File: config.mk
export PLATFORM = sky130hd
export DESIGN_NAME = alu_muldiv_iter
export DESIGN_NICKNAME = d
export VERILOG_FILES = /design/src/rtl/alu_muldiv_iter.sv
export SDC_FILE = /design/constraint.sdc
export NUM_CORES = 2
export LEC_CHECK = 0
export BUFFER_PORTS_ARGS = -buffer_cell sky130_fd_sc_hd__buf_2
export CORE_AREA = 2 2 241 339
export CTS_BUF_LIST = sky130_fd_sc_hd__clkbuf_8
export DETAILED_ROUTE_END_ITERATION = 6
export DIE_AREA = 0 0 243 341
export SETUP_SLACK_MARGIN = 0.4
export SLEW_MARGIN = 20
export SYNTH_ARGS = -nofsm -noshare
export SYNTH_HDL_FRONTEND = slang
export SYNTH_SLANG_ARGS = --single-unit
File: constraint.sdc
create_clock -name clk -period 8.1 [get_ports clk]
set_input_delay 1.215 -clock clk [delete_from_list [all_inputs] [get_ports clk]]
set_output_delay 1.215 -clock clk [all_outputs]
set_load 0.005 [all_outputs]
File: src/rtl/alu_muldiv_iter.sv
// alu_muldiv_iter: radix-2 iterative multiply/divide unit for the RV64M
// MUL/MULH/MULHSU/MULHU/DIV/DIVU/REM/REMU ops. It sits beside the EX-stage ALU.
// The unit works on operand magnitudes, one shift-add or restoring-divide step per
// cycle. The sign fixup is folded into the last iteration edge. Divide-by-zero and
// signed overflow skip the iteration and go straight to DONE.
//
// Ports:
//   clk, reset       rising-edge clock, async active-high reset
//   in_valid/ready   request handshake (ready only in IDLE)
//   in_op            funct3 (000 MUL .. 111 REMU)
//   in_a, in_b       rs1 / rs2 operands
//   in_tag           sideband returned on out_tag
//   out_valid/ready  result handshake (valid only in DONE)
//   out_result       result, held stable until taken
//   out_tag          tag of the accepted op
//   out_zero         out_result == 0
//   flush            present only with `ALU_MULDIV_FLUSH_EN: drops the op / result
//
// Optional feature macro: ALU_MULDIV_FLUSH_EN
module alu_muldiv_iter #(
  parameter int DATA_W = 64,
  parameter int TAG_W  = 5
) (
  input  logic              clk,
  input  logic              reset,
  input  logic              in_valid,
  output logic              in_ready,
  input  logic [2:0]        in_op,
  input  logic [DATA_W-1:0] in_a,
  input  logic [DATA_W-1:0] in_b,
  input  logic [TAG_W-1:0]  in_tag,
  output logic              out_valid,
  input  logic              out_ready,
  output logic [DATA_W-1:0] out_result,
  output logic [TAG_W-1:0]  out_tag,
  output logic              out_zero
`ifdef ALU_MULDIV_FLUSH_EN
  ,
  input  logic              flush
`endif
);
  localparam int W     = DATA_W;
  localparam int CNT_W = $clog2(DATA_W);
  localparam logic [W-1:0] MIN = {1'b1, {(W-1){1'b0}}};

  typedef enum logic [1:0] {IDLE, BUSY, DONE} state_t;

  state_t           state;
  logic [CNT_W-1:0] cnt;
  logic [2*W-1:0]   acc;    // mul: {partial hi, multiplier}; div: {remainder, quotient}
  logic [W-1:0]     mcand;  // |multiplicand| or |divisor|
  logic [2:0]       op_q;
  logic             neg_q;  // negate the final result

  assign in_ready  = (state == IDLE);
  assign out_valid = (state == DONE);
  assign out_zero  = (out_result == '0);

  // Accept-side decode: signedness per operand, magnitudes, result sign, special cases.
  logic         is_div, sa, sb, a_neg, b_neg, neg_c, div0, ovf;
  logic [W-1:0] abs_a, abs_b;

  always_comb begin
    is_div = in_op[2];
    sa     = is_div ? ~in_op[0] : (in_op[1:0] == 2'b01 || in_op[1:0] == 2'b10);
    sb     = is_div ? ~in_op[0] : (in_op[1:0] == 2'b01);
    a_neg  = sa & in_a[W-1];
    b_neg  = sb & in_b[W-1];
    abs_a  = a_neg ? -in_a : in_a;
    abs_b  = b_neg ? -in_b : in_b;
    // remainder follows the dividend; quotient and products follow the sign xor
    neg_c  = (is_div && in_op[1]) ? a_neg : (a_neg ^ b_neg);
    div0   = is_div && (in_b == '0);
    ovf    = is_div && !in_op[0] && (in_a == MIN) && (in_b == '1);
  end

  // One iteration step plus the fixup applied on the last step.
  logic [W:0]     sum, trial;
  logic [2*W-1:0] mul_nxt, div_nxt, nxt, nxt_neg;
  logic [W-1:0]   fix;

  always_comb begin
    sum     = {1'b0, acc[2*W-1:W]} + (acc[0] ? {1'b0, mcand} : '0);
    mul_nxt = {sum, acc[W-1:1]};
    // shifted remainder is {acc[2W-1:W-1]}, W+1 bits; a clear borrow means the step fits
    trial   = acc[2*W-1:W-1] - {1'b0, mcand};
    div_nxt = trial[W] ? {acc[2*W-2:0], 1'b0} : {trial[W-1:0], acc[W-2:0], 1'b1};
    nxt     = op_q[2] ? div_nxt : mul_nxt;
    nxt_neg = -nxt;
    fix     = '0;
    case (op_q)
      3'b000:         fix = neg_q ? nxt_neg[W-1:0] : nxt[W-1:0];
      3'b001, 3'b010: fix = neg_q ? nxt_neg[2*W-1:W] : nxt[2*W-1:W];
      3'b011:         fix = nxt[2*W-1:W];
      3'b100, 3'b101: fix = neg_q ? -nxt[W-1:0] : nxt[W-1:0];
      default:        fix = neg_q ? -nxt[2*W-1:W] : nxt[2*W-1:W];
    endcase
  end

  always_ff @(posedge clk or posedge reset) begin
    if (reset) begin
      state      <= IDLE;
      cnt        <= '0;
      acc        <= '0;
      mcand      <= '0;
      op_q       <= '0;
      neg_q      <= 1'b0;
      out_result <= '0;
      out_tag    <= '0;
    end
`ifdef ALU_MULDIV_FLUSH_EN
    else if (flush) begin
      state <= IDLE;
    end
`endif
    else begin
      case (state)
        IDLE: if (in_valid) begin
          op_q    <= in_op;
          neg_q   <= neg_c;
          out_tag <= in_tag;
          cnt     <= '0;
          if (div0) begin
            out_result <= in_op[1] ? in_a : '1;
            state      <= DONE;
          end else if (ovf) begin
            out_result <= in_op[1] ? '0 : MIN;
            state      <= DONE;
          end else begin
            acc   <= {{W{1'b0}}, (is_div ? abs_a : abs_b)};
            mcand <= is_div ? abs_b : abs_a;
            state <= BUSY;
          end
        end
        BUSY: begin
          acc <= nxt;
          cnt <= cnt + 1'b1;
          if (cnt == CNT_W'(DATA_W - 1)) begin
            out_result <= fix;
            state      <= DONE;
          end
        end
        DONE: if (out_ready) state <= IDLE;
        default: state <= IDLE;
      endcase
    end
  end
endmodule
==> impl_metrics.tcl <==
set metrics [dict create \
    status "finished, final reports clean" \
    fill_cells 8607 \
    ir_worst_vdd_mv 0.2514 \
    final_common_cell "nand2_1" \
    grtUsageTotal_pct 42.16 \
    synth_fp_nets 5044 \
    crit_fanout 24 \
    wire_per_inst_um 30.34 \
    numCtsBuffers 52 \
    multiInputGateArea_mm2 0.02538 \
    ioPinCount 212 \
    netlist_instances 4767 \
    layout_common_cells "542 x nand2_1, 464 x o21ai_0, 451 x nor2_1" \
    clk_latency_ps 770 \
    wl_um 180000 \
    finalSetupTns_ps 0 \
    die_y_um 341 \
    cp.required_ps 8750 \
    cp_slowest_cell "nand4_1" \
    antenna_found_initial 20 \
    crit_chain "inv_1 -> ha_1 -> fa_1 -> nand2b_1 -> a21oi_1 -> a2bb2oi_1 -> a21oi_1 -> o221ai_4 -> nor3_4 -> buf_4 -> nor3_4 -> buf_4 -> a211oi_1 -> buf_4 -> or4b_1 -> nor4_4 -> nand4_1 -> buf_4 -> o41ai_2 -> xnor2_1 -> a21oi_1 -> o21ai_1" \
    synth_flop_cell "dfrtp_1" \
    maxCapViolations 0 \
    maxSlewHeadroom_pct 10.99 \
    grt_pass1_wl_um 259500 \
    min_period_ps 7453 \
    stdcell_count 5933 \
    clk_pin_slew_ps 70 \
    seq_area_frac_synth_pct 20.04 \
    drtIter0Drc 4312 \
    drc_errors 0 \
    clock_skew_ps 97.45 \
    portBuffers 211 \
    area_growth_pct 9.700 \
    yosysWarnings 0 \
    regArea_mm2 0.006840 \
    cts.sinks 273 \
    core_mm2 0.07972 \
    crit_top_cell "buf_4" \
    vias_per_cell 6.705 \
    synth_edf_count 0 \
    cts-htree-levels 2 \
    cts_tree "yes" \
    ys_ff_latch 273 \
    start_kind "flip-flop" \
    grt_overflow 0 \
    crit_path_end_kind "flip-flop" \
    fin_nets 5104 \
    ys_types 123 \
    grt_max_degree 144 \
    grt_pass1_vias 37491 \
    rows 123 \
    mappedNetlistArea_mm2 0.03409 \
    cts-resized-gates 0 \
    critical_path_class "flip-flop to flip-flop" \
    postRouteAntennaNets 0 \
    fin_crit_sh_pct 92.02 \
    final_layout_size_suffix_gt1_share_pct 11.50 \
    async_flop_share_pct 100.0 \
    cts_setup_buffers 0 \
    hp-class "flip-flop to flip-flop" \
    vias 39783 \
    die_area_mm2 0.08286 \
    hold_buffers 0 \
    cp_slowest_stage_delay_ps 780 \
    final_hold_viol_count 0 \
    chipWidth_um 243 \
    max_freq_ghz 0.1342 \
    dp_hpwl_um 142900 \
    final-max-slew-violation-count 0 \
    cellPowerDensity_mw_per_mm2 545.3 \
    cp.arrival_ps 8100 \
    cts-root-buf "clkbuf_8" \
    worst_pin_slew_ps 1321 \
    rsz0062_at_grt "false" \
    finish.utilization_pct 46.92 \
    gp_congestion 1.032 \
    first_pass_iters 6 \
    dp_cells 5835 \
    start_util_pct 42.77 \
    syn_area_per_cell_um2 7.152 \
    leakagePower_nw 15.22 \
    clk_path_buf_depth 3 \
    finalSetupViolCount 0 \
]
## logic make-up (layout without fill, tap and decap cells)
group / after synthesis / count (layout) / share of synthesized area [%]
AO/OA/AOI/OAI: 1676 / 1676 / 32.21
XOR/XNOR: 326 / 326 / 8.375
adder cells (fa/ha/maj): 139 / 139 / 5.130
buffers and inverters: 477 / 578 / 5.736
flip-flops: 273 / 273 / 20.04
multiplexers: 102 / 102 / 3.116
other: 0 / 3 / 0
AND/OR/NAND/NOR: 1774 / 1774 / 25.40
## state kept, by name, summed over array words and instances (netlist names)
name / count
out_tag: 5
neg_q: 1
op_q: 3
state: 2
cnt: 6
out_result: 64
acc: 128
mcand: 64
## final cells by class
cell class,instances,share of cell area [%]
Antenna cell,3,0.02007
Clock buffer,66,2.429
Tap cell,1062,3.553
Multi-Input combinational cell,4017,67.87
Inverter,146,1.479
Timing Repair Buffer,337,5.570
Clock inverter,29,0.7895
Sequential cell,273,18.29
## Yosys cell counts, types with 102 or more instances
library cell	number	share of area [%]
inv_1	141	1.6
xnor2_1	205	5.3
nand2_1	543	6.0
nand4_1	103	1.9
o21ai_0	465	6.8
and2_1	102	1.9
nor3_1	129	1.9
ha_1	135	5.0
dfrtp_1	273	20
a21oi_1	429	6.3
nor2_1	454	5.0
clkbuf_1	235	2.6
xor2_1	121	3.1
## report_power, final
| part | switching, mW | leakage, nW | total (mW) | internal [mW] |
|---|---|---|---|---|
| Sequential | 0.895 | 3.48 | 2.85 | 1.96 |
| Combinational | 10.8 | 11.1 | 15.9 | 5.06 |
| Clock | 0.757 | 0.662 | 1.66 | 0.902 |
## metrics by stage
step | power, mW | worst slack (ps) | hold WS, ps | area (um2)
2_1_floorplan | 12.41 | 1996 | 450.1 | 34100
4_1_cts | 19.76 | 852.9 | 486.5 | 37390
3_5_place_dp | 18.02 | 891.5 | 464.8 | 36190
3_3_place_gp | 18.08 | 1033 | 456.6 | 36190
6_report | 20.40 | 646.6 | 486.4 | 37400
5_1_grt | 21.30 | 409.2 | 500.7 | 37400
## layer usage
metal / global-route usage, % / routed length [um]
met1: 52.03 / 69640
met2: 66.71 / 79350
met3: 7.062 / 15370
met4: 30.09 / 15550
met5: 0 / 87
## worst max-delay path, delay by kind of cell, from the launching register on
kind                       cells  cell delay, ps
and+or+nand+nor                6            2610
xor gates and xnor gates       1             110
adders and majority gates      2             600
AOI/OAI and AO/OA              8            2210
DFF                            1             360
buffers and inverters          5            1430
## path summary, 6_finish.rpt
path	to	from	depth (start not counted)	slack (ps)
max in group asynchronous	acc[104]	reset	4	5690
min in group asynchronous	mcand[60]	reset	3	720
min reg2reg	out_tag[3]	out_tag[3]	2	490
min	out_tag[3]	out_tag[3]	2	490
max	out_result[48]	acc[63]	22	650
max reg2reg	out_result[48]	acc[63]	22	650
No activity file was read; power rests on OpenSTA's default activity.
